### config.mk
export PLATFORM = sky130hd
export DESIGN_NAME = exec_stage_flat
export DESIGN_NICKNAME = d
export VERILOG_FILES = /design/src/rtl/exec_if.sv /design/src/rtl/exec_stage.sv /design/src/flat_wrapper.sv
export SDC_FILE = /design/constraint.sdc
export NUM_CORES = 1
export LEC_CHECK = 0
export ABC_AREA = 1
export BUFFER_PORTS_ARGS = -buffer_cell sky130_fd_sc_hd__buf_4
export CORE_MARGIN = 2
export CORE_UTILIZATION = 60
export DETAILED_ROUTE_END_ITERATION = 10
export HOLD_SLACK_MARGIN = 0.03
export PLACE_DENSITY = 0.86
export SLEW_MARGIN = 20
export SYNTH_ARGS = -nofsm -noshare
export SYNTH_HDL_FRONTEND = slang
export SYNTH_SLANG_ARGS = --single-unit
export TNS_END_PERCENT = 100
### constraint.sdc
create_clock -name clk -period 3.78 [get_ports clk]
set_input_delay 0.756 -clock clk [delete_from_list [all_inputs] [get_ports clk]]
set_output_delay 0.756 -clock clk [all_outputs]
set_load 0.1 [all_outputs]
### src/rtl/exec_if.sv
// Execute-stage handshake and writeback bundle.
// The master side issues operations; the slave side accepts them and produces writebacks.
interface exec_if;
  logic        in_valid;
  logic        in_ready;
  logic [3:0]  op;
  logic [4:0]  rd_in;
  logic [31:0] data1;
  logic [31:0] data2;
  logic        write_enable;
  logic [4:0]  rd;
  logic [31:0] rd_data;
  logic        illegal_op;

  modport master (
    output in_valid, op, rd_in, data1, data2,
    input  in_ready, write_enable, rd, rd_data, illegal_op
  );

  modport slave (
    input  in_valid, op, rd_in, data1, data2,
    output in_ready, write_enable, rd, rd_data, illegal_op
  );
endinterface

### src/rtl/exec_stage.sv
// Integer execute stage: single-cycle ALU ops, bit-serial shifts, optional bit-serial MUL.
// Define EXEC_MUL_EN to enable op 10 (MUL); otherwise op 10 is reported as illegal.
module exec_stage (
  input  logic  clk,
  input  logic  reset,
  exec_if.slave io
);
  localparam logic [3:0] OP_ADD  = 4'd0;
  localparam logic [3:0] OP_SUB  = 4'd1;
  localparam logic [3:0] OP_AND  = 4'd2;
  localparam logic [3:0] OP_OR   = 4'd3;
  localparam logic [3:0] OP_XOR  = 4'd4;
  localparam logic [3:0] OP_SLT  = 4'd5;
  localparam logic [3:0] OP_SLTU = 4'd6;
  localparam logic [3:0] OP_SLL  = 4'd7;
  localparam logic [3:0] OP_SRL  = 4'd8;
  localparam logic [3:0] OP_SRA  = 4'd9;
`ifdef EXEC_MUL_EN
  localparam logic [3:0] OP_MUL  = 4'd10;
  typedef enum logic [1:0] {IDLE = 2'd0, SHIFT = 2'd1, MUL = 2'd2} state_t;
`else
  typedef enum logic [1:0] {IDLE = 2'd0, SHIFT = 2'd1} state_t;
`endif

  state_t      state_q, state_d;
  logic [5:0]  cnt_q, cnt_d;
  logic [31:0] acc_q, acc_d;
  logic [3:0]  sh_op_q, sh_op_d;
  logic [4:0]  rd_pend_q, rd_pend_d;
  logic [4:0]  rd_q, rd_d;
  logic [31:0] rd_data_q, rd_data_d;
  logic        we_q, we_d;
  logic        ill_q, ill_d;
`ifdef EXEC_MUL_EN
  logic [31:0] mcand_q, mcand_d;
  logic [31:0] mplr_q, mplr_d;
  logic [31:0] prod_next;
`endif

  logic        in_ready;
  logic        accept;
  logic [31:0] alu_res;
  logic [31:0] shifted;

  assign in_ready        = (state_q == IDLE) && !reset;
  assign accept          = io.in_valid && in_ready;
  assign io.in_ready     = in_ready;
  assign io.write_enable = we_q;
  assign io.illegal_op   = ill_q;
  assign io.rd           = rd_q;
  assign io.rd_data      = rd_data_q;

  always_comb begin
    alu_res = 32'd0;
    case (io.op)
      OP_ADD:  alu_res = io.data1 + io.data2;
      OP_SUB:  alu_res = io.data1 - io.data2;
      OP_AND:  alu_res = io.data1 & io.data2;
      OP_OR:   alu_res = io.data1 | io.data2;
      OP_XOR:  alu_res = io.data1 ^ io.data2;
      OP_SLT:  alu_res = {31'd0, $signed(io.data1) < $signed(io.data2)};
      OP_SLTU: alu_res = {31'd0, io.data1 < io.data2};
      default: alu_res = 32'd0;
    endcase
  end

  always_comb begin
    case (sh_op_q)
      OP_SLL:  shifted = {acc_q[30:0], 1'b0};
      OP_SRL:  shifted = {1'b0, acc_q[31:1]};
      default: shifted = {acc_q[31], acc_q[31:1]};
    endcase
  end

`ifdef EXEC_MUL_EN
  assign prod_next = acc_q + (mplr_q[0] ? mcand_q : 32'd0);
`endif

  always_comb begin
    state_d   = state_q;
    cnt_d     = cnt_q;
    acc_d     = acc_q;
    sh_op_d   = sh_op_q;
    rd_pend_d = rd_pend_q;
    rd_d      = rd_q;
    rd_data_d = rd_data_q;
    we_d      = 1'b0;
    ill_d     = 1'b0;
`ifdef EXEC_MUL_EN
    mcand_d   = mcand_q;
    mplr_d    = mplr_q;
`endif
    case (state_q)
      IDLE: begin
        if (accept) begin
          case (io.op)
            OP_ADD, OP_SUB, OP_AND, OP_OR, OP_XOR, OP_SLT, OP_SLTU: begin
              rd_d      = io.rd_in;
              rd_data_d = alu_res;
              we_d      = 1'b1;
            end
            OP_SLL, OP_SRL, OP_SRA: begin
              if (io.data2[4:0] == 5'd0) begin
                rd_d      = io.rd_in;
                rd_data_d = io.data1;
                we_d      = 1'b1;
              end else begin
                state_d   = SHIFT;
                cnt_d     = {1'b0, io.data2[4:0]};
                acc_d     = io.data1;
                sh_op_d   = io.op;
                rd_pend_d = io.rd_in;
              end
            end
`ifdef EXEC_MUL_EN
            OP_MUL: begin
              state_d   = MUL;
              cnt_d     = 6'd32;
              acc_d     = 32'd0;
              mcand_d   = io.data1;
              mplr_d    = io.data2;
              rd_pend_d = io.rd_in;
            end
`endif
            default: ill_d = 1'b1;
          endcase
        end
      end
      SHIFT: begin
        // Last shift bypasses acc and lands directly in the writeback register.
        cnt_d = cnt_q - 6'd1;
        if (cnt_q == 6'd1) begin
          state_d   = IDLE;
          rd_d      = rd_pend_q;
          rd_data_d = shifted;
          we_d      = 1'b1;
        end else begin
          acc_d = shifted;
        end
      end
`ifdef EXEC_MUL_EN
      MUL: begin
        cnt_d   = cnt_q - 6'd1;
        mcand_d = {mcand_q[30:0], 1'b0};
        mplr_d  = {1'b0, mplr_q[31:1]};
        if (cnt_q == 6'd1) begin
          state_d   = IDLE;
          rd_d      = rd_pend_q;
          rd_data_d = prod_next;
          we_d      = 1'b1;
        end else begin
          acc_d = prod_next;
        end
      end
`endif
      default: state_d = IDLE;
    endcase
  end

  always_ff @(posedge clk or posedge reset) begin
    if (reset) begin
      state_q   <= IDLE;
      cnt_q     <= 6'd0;
      acc_q     <= 32'd0;
      sh_op_q   <= 4'd0;
      rd_pend_q <= 5'd0;
      rd_q      <= 5'd0;
      rd_data_q <= 32'd0;
      we_q      <= 1'b0;
      ill_q     <= 1'b0;
`ifdef EXEC_MUL_EN
      mcand_q   <= 32'd0;
      mplr_q    <= 32'd0;
`endif
    end else begin
      state_q   <= state_d;
      cnt_q     <= cnt_d;
      acc_q     <= acc_d;
      sh_op_q   <= sh_op_d;
      rd_pend_q <= rd_pend_d;
      rd_q      <= rd_d;
      rd_data_q <= rd_data_d;
      we_q      <= we_d;
      ill_q     <= ill_d;
`ifdef EXEC_MUL_EN
      mcand_q   <= mcand_d;
      mplr_q    <= mplr_d;
`endif
    end
  end
endmodule

### src/flat_wrapper.sv
// flat-port wrapper written by rule: the top's interface ports become plain ports
module exec_stage_flat 
  (clk, reset, io_in_valid, io_op, io_rd_in, io_data1, io_data2, io_in_ready, io_write_enable, io_rd, io_rd_data, io_illegal_op);
  exec_if io_i ();
  input  logic clk;
  input  logic reset;
  input wire logic [$bits(io_i.in_valid)-1:0] io_in_valid;
  input wire logic [$bits(io_i.op)-1:0] io_op;
  input wire logic [$bits(io_i.rd_in)-1:0] io_rd_in;
  input wire logic [$bits(io_i.data1)-1:0] io_data1;
  input wire logic [$bits(io_i.data2)-1:0] io_data2;
  output wire logic [$bits(io_i.in_ready)-1:0] io_in_ready;
  output wire logic [$bits(io_i.write_enable)-1:0] io_write_enable;
  output wire logic [$bits(io_i.rd)-1:0] io_rd;
  output wire logic [$bits(io_i.rd_data)-1:0] io_rd_data;
  output wire logic [$bits(io_i.illegal_op)-1:0] io_illegal_op;
  assign io_i.in_valid = io_in_valid;
  assign io_i.op = io_op;
  assign io_i.rd_in = io_rd_in;
  assign io_i.data1 = io_data1;
  assign io_i.data2 = io_data2;
  assign io_in_ready = io_i.in_ready;
  assign io_write_enable = io_i.write_enable;
  assign io_rd = io_i.rd;
  assign io_rd_data = io_i.rd_data;
  assign io_illegal_op = io_i.illegal_op;
  exec_stage u_core (.clk(clk), .reset(reset), .io(io_i));
endmodule
* After elaboration in Yosys (flattened, before gate mapping)
Cells that the tools add are included.
Storage, ports and cells: register bits 88, output and inout bits 40, memory bits (writable) 0, memories 0, ROM bits 0, input bits 76, latch bits 0, word-level logic and storage cells 87
Operators by class: order comparisons 2, add/sub/neg operators 3, divide/modulo/power cells 0, $mul 0, eq/ne operators 20, shifts and indexed selects 0, mux-type cells 34, bitwise logic cells 4, reductions and logical operators 15
Operators by type and width (number):
- one-hot mux 32 bit (2 select lines) | 4
- two-way mux 32 bit | 7
- one-hot mux 32 bit (7 select lines) | 1
- < comparator 32 bit | 2
- adder 32 bit | 1
- bitwise AND 32 bit | 1
- OR 32 bit | 1
- subtractor 32 bit | 1
- XOR 32 bit | 1
- equality test 4 x 3 -> 1 bit (second input constant) | 5
- one-hot mux 5 bit (2 select lines) | 2
- two-way mux 6 bit | 3
- two-way mux 5 bit | 3
- equality test 4 bit (second input constant) | 3
- one-hot mux 6 bit (2 select lines) | 1
- AND reduction 4 bit | 3
- AND reduction 5 bit | 2
- OR reduction 10 bit | 1
- equality test 4 x 2 -> 1 bit (second input constant) | 2
- two-way mux 2 bit | 4
- OR reduction 7 bit | 1
- equality test 6 x 1 -> 1 bit (second input constant) | 1
- two-way mux 1 bit | 6
- != test 2 bit (second input constant) | 3
- 15 further kinds | 19

* Logic depth before layout (Yosys ltp)
depth in word-level cells 5, mapped depth 19, gate-level depth less buffers 18

* Worst setup path before layout
Ideal clock, no wire load.
path type input port to flip-flop, start point input io_data1[0], end point register u_core.rd_data_q[0], in the netlist u_core.io.rd_data[0], path slack 1.366 ns, required time 3.653 ns, cell stages on the path 17, arrival 2.288 ns, setup time 0.127 ns, path buffers 0, cells stage by stage inv_1 > ha_1 > fa_1 > inv_1 > nand2_1 > nand3_1 > nand3_1 > nand2_1 > nand2_1 > nand2_1 > nand2_1 > nand3_1 > nand2_1 > inv_1 > nand2_1 > nand2_1 > a21boi_1
Between the ends: cells in the longest elaborated chain, start to end 5, elaborated cells between the ends (all ways) 12, those cells by class add/sub (2); order compare (2); mux (5); bitwise (3)
Ends and longest elaborated chain:
- start: declaration | RTL line flat_wrapper.sv:10 | input wire logic [$bits(io_i.data1)-1:0] io_data1;
- subtractor 32 bit, or another cell as far along | RTL line exec_stage.sv:57 | OP_SUB: alu_res = io.data1 - io.data2;
- one-hot mux 32 bit (7 select lines) | RTL line exec_stage.sv:55 | case (io.op)
- one-hot mux 32 bit (2 select lines) (*) | RTL line exec_stage.sv:96 | case (io.op)
- two-way mux 32 bit (*) | RTL line exec_stage.sv:95 | if (accept) begin
- one-hot mux 32 bit (2 select lines) (*) | RTL line exec_stage.sv:93 | case (state_q)
- end signal: assignment | RTL line exec_stage.sv:182 | rd_data_q <= rd_data_d;
- end: declaration | RTL line exec_stage.sv:31 | logic [31:0] rd_data_q, rd_data_d;
Every way passes the cells marked *; elsewhere a longest branch is shown, timed or not. The select of a mux whose other input is x is not followed. A chain may end at the register's enable or synchronous reset.

* Worst setup path after layout
start point input io_data1[20], end point register u_core.rd_data_q[31], in the netlist u_core.io.rd_data[31]
Between the ends: cells in the longest elaborated chain, start to end 5, elaborated cells between the ends (all ways) 6, those cells by class add/sub (2); mux (4)
Ends and longest elaborated chain (RTL line):
- subtractor 32 bit or adder 32 bit (tied branches) | exec_stage.sv:57, exec_stage.sv:56
- one-hot mux 32 bit (7 select lines) (*) | exec_stage.sv:55
- one-hot mux 32 bit (2 select lines) (*) | exec_stage.sv:96
- two-way mux 32 bit (*) | exec_stage.sv:95
- one-hot mux 32 bit (2 select lines) (*) | exec_stage.sv:93
Marks and branches as above.

==> results.toml <==
[worst_setup_path]
path_delay_family = "simple AND/OR/NAND/NOR gates"
cp.buffers_inverters = 2
cpMostUsedCell = "nand2_1"
arrival_ps = 3190
endpoint_kind = "flop"
start_kind = "primary input"
path_cells = "buf_4, inv_1, ha_1, nand2_1, nor2_1, nand2_1, nor4_1, nand2_1, nand3_1, nand3_1, nand3_1, nand2_1, a21oi_1"
path_max_fanout = 9
cp.required_ps = 4060
crit_type = "in -> reg"
slowest_delay_ps = 610
slowest_stage = "ha_1"

[power_and_ir_drop]
leakage_nw = 6.98
fin_total_pwr_mw = 7.09
vdd_drop_max_uv = 872
power_density_mw_per_mm2 = 577

[global_routing]
antenna_found_initial = 0
grt_max_degree = 66
grt_first_pass_wirelength_mm = 63.3
gr-usage-all-layers_pct = 40.8
grt_pass1_vias = 12148
gr-total-overflow = 0

[clock_tree]
hold_buffers = 0
clockBufferDepth = 2
cts_root_buf = "clkbuf_16"
cts_buffers = 9
cts_tree = "built"
clock_latency_ps = 360
cts_setup_buffers = 0
h-tree-depth = 3
ctsResizeCount = 0
clk_pin_slew_ps = 70
clkSinkCount = 87

[min_path]
hold_path_class = "reg -> reg"

[sta]
fin_setup_tns_ps = 0
slew_headroom_pct = 43.4
period_minus_slack_ps = 2910
finalHoldViolCount = 0
fin_crit_sh_pct = 77.0
max_freq_mhz = 344
worst-slew-pin-transition_ps = 848
maxSlewViolCount = 0
finalSetupViolCount = 0
grt_setup_unrepaired = "no"
fin_skew_ps = 12.4
setup_ws_ps = 869

[placed_design]
dp.cells = 2152
dpl_worst_slack_ps = 670
io_buffers = 115
hpwl_mm = 31.6
gp_congestion = 1.07

[run]
maxCapViolCount = 0

[logic_synthesis]
synth_edf_count = 0
synth_commonest_cells = "507 x nand2_1, 367 x inv_1, 141 x nor2_1, 122 x nand3_1, 122 x o21ai_0"
synthCells = 1863
yosys.area.top_type = "dfrtp_1"
synthTopCellsByArea = "dfrtp_1 20%, nand2_1 17%, ha_1 13%, inv_1 12%, nand3_1 5.5%"
synth.most_common_cell = "nand2_1"
syn_avg_cell_area_um2 = 5.94
ys_types = 50
netlist_area_mm2 = 0.0111
synth_nets = 2056
async_flop_share_pct = 100
netlist.area_leader.share_pct = 19.7
synthFlopType = "dfrtp_1"
ys_ff_latch = 87
ys_seq_area_share_pct = 19.7
yosysWarnings = 0

[drt]
drt-pass1-iter-count = 8
first_iter_violations = 1364
drc = 0
vias_per_cell = 5.86
routed_wl_mm = 39.8
antenna_left = 0
vias = 12700
detail_route.wl_per_cell_um = 18.3

[floorplan]
initial_utilization_pct = 61.4
core_area_mm2 = 0.0180
dieHeight_um = 140
die_width_um = 140
pin_count = 116
rows = 49
die_area_mm2 = 0.0195

[status]
status = "completed"

[finish]
drive_gt1_share_pct = 9.03
fin_cells = 2168
fin_nets = 2127
syn2layout_area_growth_pct = 11.1
antenna-diode-count = 0
==> layer usage <==
layer  vias up  global-route usage (%)  share of wire, %
li1       6018                       -                 -
met1      5712                    49.4                38
met2       794                    64.5                44
met3       176                    7.43               9.4
met4         0                    30.7               8.6
met5         -                       0                 0
==> tightest hold or removal path, delay by kind of cell (launching register included) <==
family	cells	cell delay, ps
DFF	1	350
AOI/OAI and AO/OA	1	60
and+or+nand+nor	1	50
==> registers in the layout, summed over array words and instances (netlist names) <==
| signal | count |
|---|---|
| u_core.io.rd | 5 |
| u_core.rd_pend_q | 5 |
| u_core.io.write_enable | 1 |
| u_core.io.rd_data | 32 |
| u_core.state_q | 1 |
| u_core.acc_q | 32 |
| u_core.io.illegal_op | 1 |
| u_core.sh_op_q | 4 |
| u_core.cnt_q | 6 |
==> power breakdown <==
part,switching (mW),internal (mW)
logic,3.40,1.13
registers,0.289,1.39
clock network,0.424,0.465
==> final timing paths <==
| path | startpoint | to | slack (ps) | cells after the start |
|---|---|---|---|---|
| max in group asynchronous | reset | u_core.io.rd_data[30] | 2380 | 3 |
| setup reg to reg | u_core.state_q[0] | u_core.io.rd_data[27] | 1230 | 8 |
| setup / recovery | io_data1[20] | u_core.io.rd_data[31] | 870 | 13 |
| min in group asynchronous | reset | u_core.io.rd_data[3] | 560 | 2 |
| hold / removal | u_core.io.rd[1] | u_core.io.rd[1] | 490 | 2 |
| hold reg to reg | u_core.io.rd[1] | u_core.io.rd[1] | 490 | 2 |
==> cell families (layout without fill, tap and decap cells) <==
logic type               Yosys count  count (layout)  synth area share (%)
AO/OA/AOI/OAI                    373             373                  19.6
flip-flops                        87              87                  19.7
XOR/XNOR                           3               3                 0.237
adder cells (fa/ha/maj)          117             117                  13.4
buffers and inverters            451             527                  16.1
AND/OR/NAND/NOR                  832             832                  31.1
==> per-stage QoR <==
| step | hold slack, ps | area, um^2 | utilization [%] |
|---|---|---|---|
| after floorplan | 448 | 11100 | - |
| after global placement | 462 | 12000 | 66.6 |
| after detailed placement | 474 | 12000 | 66.6 |
| after CTS | 492 | 12300 | 68.2 |
| after global routing | 506 | 12300 | 68.2 |
| final | 489 | 12300 | 68.2 |
==> final cells by class <==
| class | instances | area, um^2 |
|---|---|---|
| Sequential cell | 87 | 2180 |
| Inverter | 377 | 1420 |
| Fill cell | 1721 | 5730 |
| Timing Repair Buffer | 134 | 1010 |
| Tap cell | 229 | 287 |
| Clock inverter | 7 | 71.3 |
| Clock buffer | 9 | 225 |
| Multi-Input combinational cell | 1325 | 7110 |
==> layout by cell type (no fill, tap or decap), types with 14 or more instances in the layout <==
cell type,instances
a21boi_1,14
nor3_1,16
inv_1,366
buf_4,134
nand3_1,122
nand2_1,507
nor2_1,141
o22ai_1,24
a21oi_1,108
dfrtp_1,86
a211oi_1,27
or2_0,17
ha_1,115
o21ai_0,122
o21ai_1,33
Note: power is estimated with default switching activity, not from simulation.
